**src/rtl/riscv_pkg.sv**
```systemverilog
// Shared RV32I core definitions: datapath width, canonical NOP, base opcodes
// and the fetch-stage state encoding.
package riscv_pkg;

    localparam int unsigned XLEN = 32;

    // addi x0, x0, 0
    localparam logic [31:0] NOP_INSTR = 32'h0000_0013;

    localparam logic [6:0] OP_LUI    = 7'b0110111;
    localparam logic [6:0] OP_AUIPC  = 7'b0010111;
    localparam logic [6:0] OP_JAL    = 7'b1101111;
    localparam logic [6:0] OP_JALR   = 7'b1100111;
    localparam logic [6:0] OP_BRANCH = 7'b1100011;
    localparam logic [6:0] OP_LOAD   = 7'b0000011;
    localparam logic [6:0] OP_STORE  = 7'b0100011;
    localparam logic [6:0] OP_IMM    = 7'b0010011;
    localparam logic [6:0] OP_REG    = 7'b0110011;
    localparam logic [6:0] OP_FENCE  = 7'b0001111;
    localparam logic [6:0] OP_SYSTEM = 7'b1110011;

    typedef enum logic [1:0] {
        FETCH_IDLE    = 2'd0,
        FETCH_REQ     = 2'd1,
        FETCH_DISCARD = 2'd2
    } fetch_state_e;

endpackage

```
**src/rtl/instr_queue.sv**
```systemverilog
// Small synchronous FIFO of fetched {instr, pc} pairs between imem and the IF/ID register.
// DEPTH must be a power of two so the pointers wrap naturally.
module instr_queue #(
    parameter int unsigned DEPTH = 2,
    parameter int unsigned XLEN  = 32
) (
    input  logic                     clk,
    input  logic                     rst_n,
    input  logic                     push,
    input  logic [31:0]              push_instr,
    input  logic [XLEN-1:0]          push_pc,
    input  logic                     pop,
    input  logic                     clear,
    output logic [31:0]              head_instr,
    output logic [XLEN-1:0]          head_pc,
    output logic [$clog2(DEPTH):0]   count,
    output logic                     empty
);
    localparam int unsigned AW = $clog2(DEPTH);

    logic [31:0]     instr_mem [DEPTH];
    logic [XLEN-1:0] pc_mem    [DEPTH];
    logic [AW-1:0]   wr_ptr;
    logic [AW-1:0]   rd_ptr;
    logic            push_en;
    logic            pop_en;

    assign push_en    = push && !clear;
    assign pop_en     = pop && !clear && (count != '0);
    assign empty      = (count == '0);
    assign head_instr = instr_mem[rd_ptr];
    assign head_pc    = pc_mem[rd_ptr];

    always_ff @(posedge clk) begin
        if (push_en) begin
            instr_mem[wr_ptr] <= push_instr;
            pc_mem[wr_ptr]    <= push_pc;
        end
    end

    always_ff @(posedge clk or negedge rst_n) begin
        if (!rst_n) begin
            wr_ptr <= '0;
            rd_ptr <= '0;
            count  <= '0;
        end else if (clear) begin
            wr_ptr <= '0;
            rd_ptr <= '0;
            count  <= '0;
        end else begin
            if (push_en) wr_ptr <= wr_ptr + 1'b1;
            if (pop_en)  rd_ptr <= rd_ptr + 1'b1;
            count <= count + {{AW{1'b0}}, push_en} - {{AW{1'b0}}, pop_en};
        end
    end

endmodule

```
**src/rtl/fetch_stage.sv**
```systemverilog
// RV32I instruction fetch: fetch PC, req/ack imem handshake with redirect discard,
// instruction queue and the IF/ID pipeline register feeding decode.
module fetch_stage #(
    parameter int unsigned     XLEN     = riscv_pkg::XLEN,
    parameter logic [XLEN-1:0] RESET_PC = '0,
    parameter int unsigned     QDEPTH   = 2
) (
    input  logic            clk,
    input  logic            rst_n,
    output logic            imemReq,
    output logic [XLEN-1:0] imemAddr,
    input  logic            imemAck,
    input  logic [31:0]     imemRdata,
    input  logic            stallD,
    input  logic            flushD,
    input  logic            pcSrcE,
    input  logic [XLEN-1:0] pcTargetE,
    output logic [31:0]     instrD,
    output logic [XLEN-1:0] pcD,
    output logic [XLEN-1:0] pcPlus4D,
    output logic            validD
);
    import riscv_pkg::*;

    localparam int unsigned     CW    = $clog2(QDEPTH) + 1;
    localparam logic [CW-1:0]   QFULL = CW'(QDEPTH);

    fetch_state_e    state;
    logic [XLEN-1:0] pcF;
    logic [XLEN-1:0] redirPc;
    logic [XLEN-1:0] target;
    logic [CW-1:0]   count;
    logic [CW-1:0]   count_next;
    logic            empty;
    logic [31:0]     head_instr;
    logic [XLEN-1:0] head_pc;
    logic            push;
    logic            pop;

    assign target     = pcTargetE & ~XLEN'(3);
    assign imemReq    = (state != FETCH_IDLE);
    assign imemAddr   = pcF;
    assign push       = (state == FETCH_REQ) && imemAck && !pcSrcE;
    assign pop        = !pcSrcE && !flushD && !stallD && !empty;
    assign count_next = count + {{(CW-1){1'b0}}, push} - {{(CW-1){1'b0}}, pop};

    instr_queue #(
        .DEPTH (QDEPTH),
        .XLEN  (XLEN)
    ) u_queue (
        .clk        (clk),
        .rst_n      (rst_n),
        .push       (push),
        .push_instr (imemRdata),
        .push_pc    (pcF),
        .pop        (pop),
        .clear      (pcSrcE),
        .head_instr (head_instr),
        .head_pc    (head_pc),
        .count      (count),
        .empty      (empty)
    );

    // imemAddr must stay put while a request is outstanding, so a redirect
    // without ack parks the target in redirPc until the stale word returns.
    always_ff @(posedge clk or negedge rst_n) begin
        if (!rst_n) begin
            state   <= FETCH_IDLE;
            pcF     <= RESET_PC;
            redirPc <= RESET_PC;
        end else begin
            unique case (state)
                FETCH_IDLE: begin
                    if (pcSrcE) pcF <= target;
                    if (pcSrcE || count < QFULL) state <= FETCH_REQ;
                end
                FETCH_REQ: begin
                    if (pcSrcE && !imemAck) begin
                        redirPc <= target;
                        state   <= FETCH_DISCARD;
                    end else if (pcSrcE) begin
                        pcF <= target;
                    end else if (imemAck) begin
                        pcF <= pcF + XLEN'(4);
                        if (count_next >= QFULL) state <= FETCH_IDLE;
                    end
                end
                FETCH_DISCARD: begin
                    if (imemAck) begin
                        pcF   <= pcSrcE ? target : redirPc;
                        state <= FETCH_REQ;
                    end else if (pcSrcE) begin
                        redirPc <= target;
                    end
                end
                default: state <= FETCH_IDLE;
            endcase
        end
    end

    always_ff @(posedge clk or negedge rst_n) begin
        if (!rst_n) begin
            instrD   <= NOP_INSTR;
            pcD      <= '0;
            pcPlus4D <= '0;
            validD   <= 1'b0;
        end else if (pcSrcE || flushD) begin
            instrD <= NOP_INSTR;
            validD <= 1'b0;
        end else if (!stallD) begin
            if (!empty) begin
                instrD   <= head_instr;
                pcD      <= head_pc;
                pcPlus4D <= head_pc + XLEN'(4);
                validD   <= 1'b1;
            end else begin
                instrD <= NOP_INSTR;
                validD <= 1'b0;
            end
        end
    end

endmodule

```
**config.mk**
```make
export PLATFORM = sky130hd
export DESIGN_NAME = fetch_stage
export DESIGN_NICKNAME = d
export VERILOG_FILES = /design/src/rtl/riscv_pkg.sv /design/src/rtl/instr_queue.sv /design/src/rtl/fetch_stage.sv
export SDC_FILE = /design/constraint.sdc
export NUM_CORES = 1
export LEC_CHECK = 0
export ABC_AREA = 0
export CAP_MARGIN = 0
export CORE_MARGIN = 2
export CORE_UTILIZATION = 45
export CTS_CLUSTER_SIZE = 8
export DETAILED_ROUTE_END_ITERATION = 16
export MAX_ROUTING_LAYER = met4
export PLACE_DENSITY = 0.73
export SYNTH_ARGS = -nofsm -noshare
export SYNTH_HDL_FRONTEND = slang
export SYNTH_SLANG_ARGS = --single-unit
```
**constraint.sdc**
```tcl
create_clock -name clk -period 5.36 [get_ports clk]
set_input_delay 0.804 -clock clk [delete_from_list [all_inputs] [get_ports clk]]
set_output_delay 0.804 -clock clk [all_outputs]
set_load 0.01 [all_outputs]
```
# Yosys cells after proc, flatten, opt, wreduce, memory -nomap -nowiden
# Memory sizes are Yosys's and may differ from the RTL's.
# Cells that the tools add are included.
# word_totals
latch_bits	0
mem_bits_ro	0
mem_count	2
wordCells	96
in_bits	70
register_bits	167
ramBits	128
# mem_list
memory	depth	word_bits	rd	rd_clocked_by_memory_dff	wr	line	rtl
u_queue.instr_mem	2	32	1	0	1	instr_queue.sv:21	logic [31:0] instr_mem [DEPTH];
u_queue.pc_mem	2	32	1	0	1	instr_queue.sv:22	logic [XLEN-1:0] pc_mem [DEPTH];
# classes
reduce_logical	28
magnitude_cmp	2
n_div	0
n_bitwise	3
muxes	30
shift	0
addsub	8
mul	0
n_eq_ne	13
# op_table
operator	n
32-bit two-way mux	11
32-bit one-hot mux with 3 select lines	1
32-bit by 3-bit adder with 32-bit output (second input constant)	2
32-bit one-hot mux with 2 select lines	1
2-bit two-way mux	7
2-bit != test (second input constant)	5
5-bit AND reduction	2
2-bit nonzero test	5
1-bit logical AND	9
1-bit two-way mux	9
3-bit by 2-bit != test with 1-bit output (second input constant)	2
2-bit one-hot mux with 3 select lines	1
3-bit AND reduction	2
1-bit zero test	5
2-bit by 1-bit adder with 2-bit output	2
2-bit zero test	2
2-bit by 1-bit != test with 1-bit output (second input constant)	2
2-bit by 1-bit subtractor with 2-bit output	2
3-bit by 1-bit != test with 1-bit output (second input constant)	1
3-bit != test (second input constant)	1
1-bit inverter	3
3-bit nonzero test	1
1-bit adder (second input constant)	2
2-bit by 1-bit equality test with 1-bit output (second input constant)	1
other kinds (4)	5

# Longest topological paths before layout
# Gate-level depths: netlist of run 1.
# logic_depth
depth_word	11
depth_mapped	13

# Cells and area by module
# From an unflattened synthesis of run 1, not the netlist that was laid out.
# unflattened
hier_cells	1026
hier_area_um2	12729.7
# by_module_without_submodules
mod	cells_each	instances	area_each_um2	seq_area_each_um2
fetch_stage	805	1	7877.6	4032.6
instr_queue	221	1	4852.2	3943.8

# Worst setup path after synthesis of run 1
# OpenSTA, ideal clock, no wires.
# synth_timing
path_kind	input-to-reg
start	input port pcSrcE
end	memory u_queue.instr_mem[0][0] (enable)
stages	4
t_required_ps	4866
setup_slack_ps	615
t_arrival_ps	4251
cell_sequence	buf_2 > nor2b_1 > and2_1 > nor2b_1
# synth_between
elab_chain_len	5
# synth_lines
element	line	rtl
from (decl)	fetch_stage.sv:16	input logic pcSrcE,
1-bit zero test (*)	instr_queue.sv:28, fetch_stage.sv:43	
1-bit logical AND	fetch_stage.sv:43	assign push = (state == FETCH_REQ) && imemAck && !pcSrcE;
1-bit logical AND (*)	instr_queue.sv:28	assign push_en = push && !clear;
1-bit two-way mux (*)	instr_queue.sv:35	if (push_en) begin
1-bit two-way mux (implied by the code) (*)	instr_queue.sv:36	instr_mem[wr_ptr] <= push_instr;
to (decl)	instr_queue.sv:21	
# Mark *: on every way between the ends. The rest lies on a longest branch, timed or not.

# Worst setup path in the final report of run 1
# layout_timing
start	input port pcSrcE
end	register state[1]
# layout_between
elab_chain_len	8
elab_cells_between_ends	17
# layout_lines
element	line	rtl
parallel branches: the longest is 8 deep, another holds 2-bit by 1-bit adder with 2-bit output	-	
to (signal assigned)	fetch_stage.sv:85	if (count_next >= QFULL) state <= FETCH_IDLE;
to (signal assigned)	fetch_stage.sv:91	state <= FETCH_REQ;
to (signal assigned)	fetch_stage.sv:96	default: state <= FETCH_IDLE;
to (decl)	fetch_stage.sv:28	fetch_state_e state;
# Parallel ways; which one is timed is not known.
# A chain may end at the register's enable or synchronous reset.

==> results of run 1 <==
## kinds of logic (layout without fill, tap and decap cells)
family,count (synthesis),after routing,share of synthesized area
buffers and inverters,81,303,0.0293
XOR/XNOR,22,22,0.0149
AND/OR/NAND/NOR,305,305,0.121
multiplexers,97,97,0.0783
adder cells (fa/ha/maj),9,9,0.00870
AO/OA/AOI/OAI,257,257,0.132
flip-flops,293,293,0.616
## how the worst max path moves through the flow
stage | cells past startpoint | startpoint | to | slack (ns)
floorplan | 4 | pcSrcE | u_queue.instr_mem[0][0]$_DFFE_PP_ | 0.62
global placement | 9 | pcSrcE | state[0]$_DFFE_PN0P_ | 1.42
detailed placement | 9 | pcSrcE | state[1]$_DFFE_PN0P_ | 1.39
CTS | 9 | pcSrcE | state[1]$_DFFE_PN0P_ | 1.93
global route | 9 | pcSrcE | state[1]$_DFFE_PN0P_ | 1.69
finish | 9 | pcSrcE | state[1]$_DFFE_PN0P_ | 1.90
## per-stage QoR
step                      hold slack [ns]   util  cell area, sq um  setup slack [ns]
after floorplan                     0.464      -             12900             0.615
after global placement              0.460  0.534             15200              1.42
after detailed placement            0.469  0.534             15200              1.39
after CTS                           0.397  0.576             16400              1.93
after global routing                0.421  0.576             16400              1.69
final                               0.358  0.576             16400              1.90
## placed cells by master, fill, tap and decap left out, drive strengths merged, types with 16 or more instances in the layout
cell / synthesis / routed
a21oi: 21 / 21
a221oi: 16 / 16
buf: 22 / 17
clkbuf: 42 / 72
clkdlybuf4s50: 0 / 196
dfrtp: 162 / 162
edfxtp: 128 / 128
inv: 17 / 18
mux2: 34 / 34
mux2i: 63 / 63
nand2: 136 / 136
nand3: 31 / 31
nand4: 18 / 18
nor2: 39 / 39
o21ai: 121 / 121
## layout make-up
cell class,instances,area [sq um]
Tap cell,384,480
Inverter,17,63.8
Sequential cell,293,7980
Clock inverter,1,8.76
Timing Repair Buffer,213,2110
Clock buffer,72,1190
Multi-Input combinational cell,690,4610
Fill cell,2396,12100
## registers in the layout, summed over array words and instances (netlist names), 2 cells and up
register           cells
u_queue.instr_mem     64
imemAddr              32
pcD                   32
pcPlus4D              30
instrD                32
redirPc               32
u_queue.pc_mem        64
state                  2
u_queue.count          2
## per-layer routing
layer	part of all wire	vias to the layer above
met4	0.021	0
met2	0.47	317
met5	0	-
met3	0.065	57
met1	0.45	4571
li1	-	4345
## worst max-delay path, cell delays in order
cell	delay (ns)
clkdlybuf4s50_1	0.86
or4_4	1.02
inv_1	0.17
ha_1	0.26
inv_1	0.06
a21oi_1	0.06
a22oi_1	0.22
o221ai_1	0.21
mux2i_1	0.18
## Yosys cell counts (6+ instances only)
cell type and number:
a22oi_1 6, nor2_1 39, xor2_1 7, and2_1 6, buf_2 14, inv_1 17, and3_1 12, o31a_1 10
mux2_2 34, nor4_1 9, nand3_1 28, o21ai_0 116, nand3b_1 7, nor2b_1 12, edfxtp_1 128, o21a_1 8
nand4_1 16, a21oi_1 21, a31oi_1 9, clkbuf_1 42, a221oi_1 14, nor3_1 13, dfrtp_1 162, mux2i_1 63
ha_1 9, a222oi_1 6, nand2_1 136, o31ai_1 14, xnor2_1 15
## power breakdown
part / switching, uW / internal (uW) / total (uW)
clock network: 912 / 1490 / 2410
registers: 530 / 3000 / 3530
logic: 1380 / 1290 / 2670
==> results.md, run 1 <==
- CP arrival: 3.84 ns
- R2R Path Start: u_queue.rd_ptr$_DFFE_PN0P_
- Sequential share of the synthesized area: 0.616
- HPWL after DPL: 21.0 mm
- Startpoint Class: input pin
- FP Rows: 62
- Max frequency: 0.289 GHz
- First-pass GRT wire length: 51.4 mm
- Max-cap viol count: 0
- Via count of the routed design: 9,290
- Synth Cell Area: 0.0129 sq mm
- Yosys top cell by area: dfrtp_1
- CP Capture Type: register
- Top Usage Layer GRT: met2
- Post-synth EDFFs: 128
- First-pass iteration count of the detailed router: 5
- Mean post-synth cell area: 12.2 sq um
- Peak supply drop: 0.313 mV
- Wirelength, routed: 32.2 mm
- P&R area growth vs syn: 27.0%
- Die area: 0.0301 sq mm
- Synth area leaders: dfrtp_1 (31%), edfxtp_1 (30%), mux2i_1 (4.9%), o21ai_0 (4.5%), nand2_1 (3.9%)
- Ys flop type: dfrtp_1
- Setup Skew: 0.0124 ns
- Initial drt markers: 720
- # nets final: 1,336
- Cts repair resizes: 0
- WL/cell: 19.3 um
- Drt drc: 0
- Hold Crit Class: in -> async
- Clock Path Buffers: 3
- Met2 usage: 0.340
- Root buffer selected by CTS: clkbuf_16
- Reg clk slew, reported paths: 0.05 ns
- Synthesis-stage register bit count: 293
- Asr flop ratio synth: 0.563
- # IOs: 200
- Setup Total Neg Slack: 0 ns
- CTS tree: done
- CTS Buf Count: 42
- Final setup violation count: 0
- Yosys warnings: 0
- Worst-margin pin slew: 1.01 ns
- Crit-path max FO: 59
- Vias in the first global route: 9,230
- Vias/cell: 5.56
- Run status: completed
- Post-synthesis cell count: 1,064
- Clock Latency Late Sink: 0.52 ns
- Endpoints failing hold: 0
- Clock Sinks: 293
- M1 GR Usage: 0.304
- Pins Over Slew Limit: 0
- Routing usage on met3: 0.0390
- Post-route antenna net violation count: 0
- GR Util All Layers: 0.220
- R2R cell count: 6
- Starting Density: 0.454
- Die X-Extent: 174 um
- Non-filler cells, final: 1,670
- Ratio of cells with drive above 1 in the final layout: 0.0941
- Chip height: 174 um
- Inserted Diodes: 0
- Setup Buffers After CTS: 0
- Max-slew headroom: 0.326
- Core area: 0.0285 sq mm
- Total chip power: 8610 uW
- Area fraction of the dominant cell type after synthesis: 0.313
- P_leak: 0.00626 uW
- RSZ-0062 raised after global routing: false
- Final worst path period need: 3.46 ns
- Critical setup path kind: in -> reg
- Port-buffer cells: 197
- R2R Setup Slk: 1.99 ns
- CTS Hold Bufs: 0
- WP data required: 5.74 ns
- Final period util: 0.645
- Unique cell type count in the Yosys netlist: 77
- Global route overflow: 0
- Dpl cells: 1,597
- Power Density: 523 mW/mm^2
- H-Tree Depth: 2
- Routability congestion estimate: 0.790
- Post-synth net total: 1,143
- Initial antenna violation count: 0
- Pin count of the biggest net entering global routing: 89
- Worst r2r dst: pcPlus4D[24]$_DFFE_PN0P_
No activity file was read; power rests on OpenSTA's default activity.
==> inputs of run 2 (changes only) <==
Clock period 5.36 ns to 3.4 ns, I/O delays scaled along.
==> run 2 against run 1 <==
Compared with the run above: die area did not move; first-iteration DRC count fell by 4.3%; total power rose by 60%; flip-flop and latch count did not move; worst hold slack got worse by 0.29 ns; critical path depth fell by 3; critical endpoint is now pcPlus4D[31]$_DFFE_PN0P_; highest routed layer unchanged; register-to-register slack got worse by 1.3 ns.
==> results.md, run 2 (synthesis results as in run 1) <==
- Max-cap viol count: 0 (unchanged)
- Startpoint Class: register
- CTS tree: done
- Crit-path max FO: 43 (-27%)
- Wirelength, routed: 32.2 mm (about the same)
- Total chip power: 13,700 uW (+60%)
- Port-buffer cells: 197 (unchanged)
- HPWL after DPL: 21.8 mm (+3.4%)
- Clock Path Buffers: 3 (unchanged)
- # IOs: 200 (unchanged)
- Pre-CTS setup slack: 0.617 ns (-0.777 ns)
- Fill cell total of the finished layout: 2,396 (unchanged)
- Ratio of cells with drive above 1 in the final layout: 0.105 (+0.0111)
- Final Util: 0.583 (+0.00710)
- Hold Crit Class: in -> async
- R2R Setup Slk: 0.67 ns (-1.32 ns)
- Root buffer selected by CTS: clkbuf_16
- Final instance area: 0.0166 sq mm (+1.2%)
- Power share of the clock group: 0.280 (about the same)
- FP Rows: 62 (unchanged)
- Inserted Diodes: 0 (unchanged)
- Most common cell after layout, fill and taps aside: clkdlybuf4s50_1
- Max-slew headroom: 0.421 (+0.0949)
- First-pass iteration count of the detailed router: 5 (unchanged)
- WP buf/inv: 1 (-2)
- Vias in the first global route: 9,117 (-1.2%)
- R2R Path Start: u_queue.rd_ptr$_DFFE_PN0P_
- Die area: 0.0301 sq mm (unchanged)
- Setup Skew: 0.0167 ns (+0.00432 ns)
- Vias/cell: 5.56 (about the same)
- Drt drc: 0 (unchanged)
- Int Power: 9230 uW (+59%)
- Clock Sinks: 293 (unchanged)
- Clock Latency Late Sink: 0.53 ns (about the same)
- Routability congestion estimate: 0.833 (+5.4%)
- Starting Density: 0.454 (unchanged)
- Pins Over Slew Limit: 0 (unchanged)
- RSZ-0062 raised after global routing: false
- CP startpoint: u_queue.rd_ptr$_DFFE_PN0P_
- Endpoints failing hold: 0 (unchanged)
- CTS Buf Count: 42 (unchanged)
- Pin count of the biggest net entering global routing: 145 (+63%)
- Regs by FF count: u_queue.instr_mem: 64 flops, u_queue.pc_mem: 64 flops
- P&R area growth vs syn: 28.6%
- Setup Total Neg Slack: 0 ns (unchanged)
- Via count of the routed design: 9,388 (+1.1%)
- CP endpoint: pcPlus4D[31]$_DFFE_PN0P_
- WP data required: 3.83 ns (-1.91 ns)
- R2R cell count: 6 (unchanged)
- Setup WS post-layout: 0.668 ns (-1.23 ns)
- Die X-Extent: 174 um (unchanged)
- CP arrival: 3.16 ns (-0.68 ns)
- GR Util All Layers: 0.217 (-0.00294)
- Cts repair resizes: 0 (unchanged)
- CP Capture Type: register
- Worst-margin pin slew: 0.869 ns (-0.142 ns)
- Sw frac: 0.328 (+0.00109)
- Critical path, cell by cell: buf_4 > nand4_1 > a222oi_1 > nand2_1 > o31a_1 > o31ai_1
- Core area: 0.0285 sq mm (unchanged)
- Area after DPL: 0.0154 sq mm (+1.1%)
- Sequential power share: 0.405 (-0.005)
- Crit-path leading delay family: compound AO/OA/AOI/OAI gates
- Combinational fraction of design power: 0.314 (+0.004)
- Reg clk slew, reported paths: 0.05 ns (about the same)
- Global route overflow: 0 (unchanged)
- First-pass GRT wire length: 50.5 mm (-1.7%)
- P_leak: 0.00637 uW (+1.7%)
- NetSw: 4520 uW (+60%)
- H-Tree Depth: 2 (unchanged)
- Final worst path period need: 2.73 ns
- Initial antenna violation count: 0 (unchanged)
- WL/cell: 19.1 um (-1.0%)
- Max frequency: 0.366 GHz
- Chip height: 174 um (unchanged)
- Post-route antenna net violation count: 0 (unchanged)
- Leading cell types in the layout, fill and taps excluded: clkdlybuf4s50_1 (196), dfrtp_1 (161), nand2_1 (136)
- Crit-path max cell delay: 0.76 ns (-0.26 ns)
- Setup Buffers After CTS: 0 (unchanged)
- Initial drt markers: 689 (-4.3%)
- Worst r2r dst: pcPlus4D[31]$_DFFE_PN0P_
- # nets final: 1,351 (+1.1%)
- Peak supply drop: 0.418 mV (+33%)
- CTS Hold Bufs: 0 (unchanged)
- Power Density: 826 mW/mm^2 (+58%)
- Run status: completed
- Worst path slowest cell: dfrtp_4
- Crit path depth: 6 (-3)
- Final period util: 0.804
- Critical setup path kind: reg -> reg
- Final setup violation count: 0 (unchanged)
run 2: changes by cell type in the layout (fill, tap and decap cells not counted), sizes merged:
cell    delta
inv        -1
buf       +15
clkinv     +2
clkbuf     +1
run 2: how the worst min path moves through the flow:
stage                                start                       to  slack (ns)
floorplan                            rst_n  imemAddr[0]$_DFFE_PN0P_        0.21
global placement    instrD[10]$_DFFE_PN0P_   instrD[10]$_DFFE_PN0P_        0.46
detailed placement     pcD[11]$_DFFE_PN0P_      pcD[11]$_DFFE_PN0P_        0.47
CTS                                  rst_n    instrD[9]$_DFFE_PN0P_        0.09
global route                         rst_n    instrD[3]$_DFFE_PN0P_        0.12
finish                               rst_n    instrD[3]$_DFFE_PN0P_        0.07
run 2: cell type report:
cell class / instances / area [sq um] / area share
tap: 384 / 480 / 0.0289
timing repair buffer: 228 / 2280 / 0.137
multi-input combinational: 690 / 4610 / 0.277
inverter: 17 / 63.8 / 0.00383
sequential: 293 / 7980 / 0.479
clock inverter: 2 / 32.5 / 0.00195
clock buffer: 73 / 1200 / 0.0720
run 2: power by group through the flow:
stage	logic [uW]	clock network, uW	registers (uW)
finish	4320	3860	5570
global route	4710	4080	5680
CTS	4330	3930	5560
detailed placement	4310	0	5610
global placement	4200	0	5560
floorplan	2110	0	5570
run 2: per-stage QoR:
step	cells	hold slack [ns]
2_1_floorplan	1064	0.214
3_5_place_dp	1612	0.469
3_3_place_gp	1612	0.460
6_report	1687	0.0697
4_1_cts	1687	0.0899
5_1_grt	1687	0.118
run 2: routing by layer:
metal	routed length [um]	up-vias	global-route usage	share of wire
met4	614	0	0.0546	0.019
met5	0	-	-	0
met3	2050	48	0.0379	0.064
met2	15300	323	0.342	0.48
li1	-	4384	-	-
met1	14200	4633	0.296	0.44
run 2: worst reg2reg max path, cell delays in order (launching register included):
cell	delay (ns)
dfrtp_4	0.76
buf_4	0.42
nand4_1	0.22
a222oi_1	0.59
nand2_1	0.20
o31a_1	0.27
o31ai_1	0.18
==> inputs of run 3 (changes only) <==
Settings changed: PLACE_DENSITY 0.73 to 0.75.
Clock period 3.4 ns to 2.4 ns, I/O delays scaled along.
==> run 3 against run 2 <==
Compared with the run above: combinational power is 50% higher; non-clock buffer count is 41 higher; global-route usage is 0.59 points higher; sequential power is 39% higher; worst setup slack worse by 0.56 ns; critical path depth is 2 higher; worst hold slack better by 0.28 ns; first-iteration DRC count is 18% higher; total power is 42% higher; sequential share of layout area is 0.97 points lower; largest power group unchanged; fmax is 19% higher; largest cell class unchanged.
==> results.md, run 3 (synthesis results as in run 1) <==
- Setup Total Neg Slack: 0 ns (unchanged)
- WP data required: 2.80 ns (-1.03 ns)
- H-Tree Depth: 2 (unchanged)
- Clock Sinks: 293 (unchanged)
- Max frequency: 0.436 GHz (+19%)
- CP Capture Type: register
- # IOs: 200 (unchanged)
- Wirelength, routed: 32.7 mm (+1.7%)
- Core area: 0.0285 sq mm (unchanged)
- Root buffer selected by CTS: clkbuf_16
- GR Util All Layers: 0.223 (+0.00592)
- Max-cap viol count: 0 (unchanged)
- Pin count of the biggest net entering global routing: 60 (-59%)
- Final period util: 0.955 (+0.152)
- Final worst path period need: 2.29 ns (-0.440 ns)
- Multi-input gate area: 0.00464 sq mm (+0.68%)
- Global route overflow: 0 (unchanged)
- Run status: completed
- Max-slew headroom: 0.641 (+0.221)
- Routability congestion estimate: 0.852 (+2.3%)
- Clock Latency Late Sink: 0.51 ns (-0.02 ns)
- Reg clk slew, reported paths: 0.05 ns (about the same)
- Final setup violation count: 0 (unchanged)
- Vias in the first global route: 9,623 (+5.6%)
- Wire length on met2: 15.4 mm (+0.47%)
- M1 WL: 14.6 mm (+2.5%)
- Non-filler cells, final: 1,727 (+2.4%)
- Final Util: 0.595 (+0.0120)
- Worst-margin pin slew: 0.534 ns (-0.335 ns)
- Clock Path Buffers: 3 (unchanged)
- Startpoint Class: register
- P_leak: 0.00658 uW (+3.3%)
- Chip height: 174 um (unchanged)
- Inserted Diodes: 0 (unchanged)
- Dpl cells: 1,649 (+2.3%)
- Regs by FF count: u_queue.instr_mem: 64 flops, u_queue.pc_mem: 64 flops
- First-pass iteration count of the detailed router: 5 (unchanged)
- Hold Crit Class: in -> async
- # nets final: 1,392 (+3.0%)
- Die X-Extent: 174 um (unchanged)
- DR WL met3: 2.25 mm (+9.6%)
- Die area: 0.0301 sq mm (unchanged)
- Peak supply drop: 0.599 mV (+43%)
- HPWL after DPL: 22.9 mm (+5.4%)
- Initial antenna violation count: 0 (unchanged)
- Pre-CTS setup slack: -0.177 ns (-0.794 ns)
- Pins Over Slew Limit: 0 (unchanged)
- Top layer in use: met4
- Power Density: 1150 mW/mm^2 (+39%)
- CP arrival: 2.69 ns (-0.47 ns)
- Setup WS post-layout: 0.107 ns (-0.560 ns)
- Fill cell total of the finished layout: 2,389 (-0.29%)
- Endpoints failing hold: 0 (unchanged)
- Port-buffer cells: 197 (unchanged)
- Vias/cell: 5.55 (-0.30%)
- Setup Skew: 0.0140 ns (-0.00272 ns)
- RSZ-0062 raised after global routing: false
- Initial drt markers: 810 (+18%)
- Starting Density: 0.454 (unchanged)
- Drt drc: 0 (unchanged)
- Ratio of cells with drive above 1 in the final layout: 0.136 (+0.0304)
- First-pass GRT wire length: 52.3 mm (+3.5%)
- Most common cell after layout, fill and taps aside: clkdlybuf4s50_1
- CTS tree: done
- FP Rows: 62 (unchanged)
- P&R area growth vs syn: 31.2%
- Crit-path max FO: 11 (-74%)
- Critical setup path kind: reg -> reg
- CTS Buf Count: 42 (unchanged)
- Leading cell types in the layout, fill and taps excluded: clkdlybuf4s50_1 (196), dfrtp_1 (161), nand2_1 (136)
- WL/cell: 19.0 um (-0.62%)
- Seq. cell area: 0.00798 sq mm (unchanged)
- Post-route antenna net violation count: 0 (unchanged)
- Via count of the routed design: 9,582 (+2.1%)
## run 3: changes by cell type in the layout (fill, tap and decap cells not counted), moves of 2 or more
cell      previous run  this run
clkinv_8             2         0
buf_4               25        62
buf_12               6         8
inv_1               17        15
inv_2                0         2
## run 3: critical path: stages, from the launching register on
cell,delay (ns)
dfrtp_4,0.48
buf_12,0.15
buf_4,0.16
nand3b_1,0.20
a221oi_4,0.34
nand4_2,0.14
buf_4,0.21
o31a_1,0.24
o31ai_1,0.24
## run 3: cell type report
type,count,area share
Sequential cell,293,0.470
Multi-Input combinational cell,690,0.273
Timing Repair Buffer,269,0.154
Clock buffer,73,0.0705
Tap cell,384,0.0283
Inverter,17,0.00376
Clock inverter,1,0.000515
## run 3: per-stage QoR
stage / instance area [sq um] / total power (uW) / hold slack [ns]
6_report: 17000 / 19600 / 0.345
5_1_grt: 17000 / 20700 / 0.370
2_1_floorplan: 13000 / 10900 / 0.0644
3_3_place_gp: 15700 / 14000 / 0.299
4_1_cts: 17000 / 19700 / 0.350
3_5_place_dp: 15700 / 14300 / 0.310
## run 3: metal layers
metal	track usage	up-vias
li1	-	4469
met5	-	-
met4	0.0578	0
met1	0.301	4708
met2	0.353	358
met3	0.0399	47
## run 3: repair_timing
| item | CTS | global route |
|---|---|---|
| setup buffers | 0 | 3 |
| gates resized for setup | 0 | 1 |
| hold buffers | 1 | 0 |
| endpoints found under the hold margin | 37 | 0 |
| endpoints found under the setup margin | 0 | 2 |
## run 3: worst paths after layout
| path | start | to | depth (start not counted) | slack [ns] |
|---|---|---|---|---|
| worst max-delay path | u_queue.rd_ptr$_DFFE_PN0P_ | pcPlus4D[22]$_DFFE_PN0P_ | 8 | 0.11 |
| worst max register to register | u_queue.rd_ptr$_DFFE_PN0P_ | pcPlus4D[22]$_DFFE_PN0P_ | 8 | 0.11 |
| min in group clk | imemRdata[0] | u_queue.instr_mem[1][0]$_DFFE_PP_ | 1 | 0.43 |
| worst min register to register | validD$_DFFE_PN0P_ | validD$_DFFE_PN0P_ | 2 | 0.47 |
| worst min-delay path | rst_n | instrD[7]$_DFFE_PN0P_ | 2 | 0.35 |
| max in group asynchronous | rst_n | instrD[0]$_DFFE_PN1P_ | 3 | 1.34 |
## run 3: power by group
group	internal (uW)	switching (uW)	total, uW
sequential	6700	1040	7740
clock	3340	2000	5340
combinational	3210	3280	6490
total	13300	6320	19600
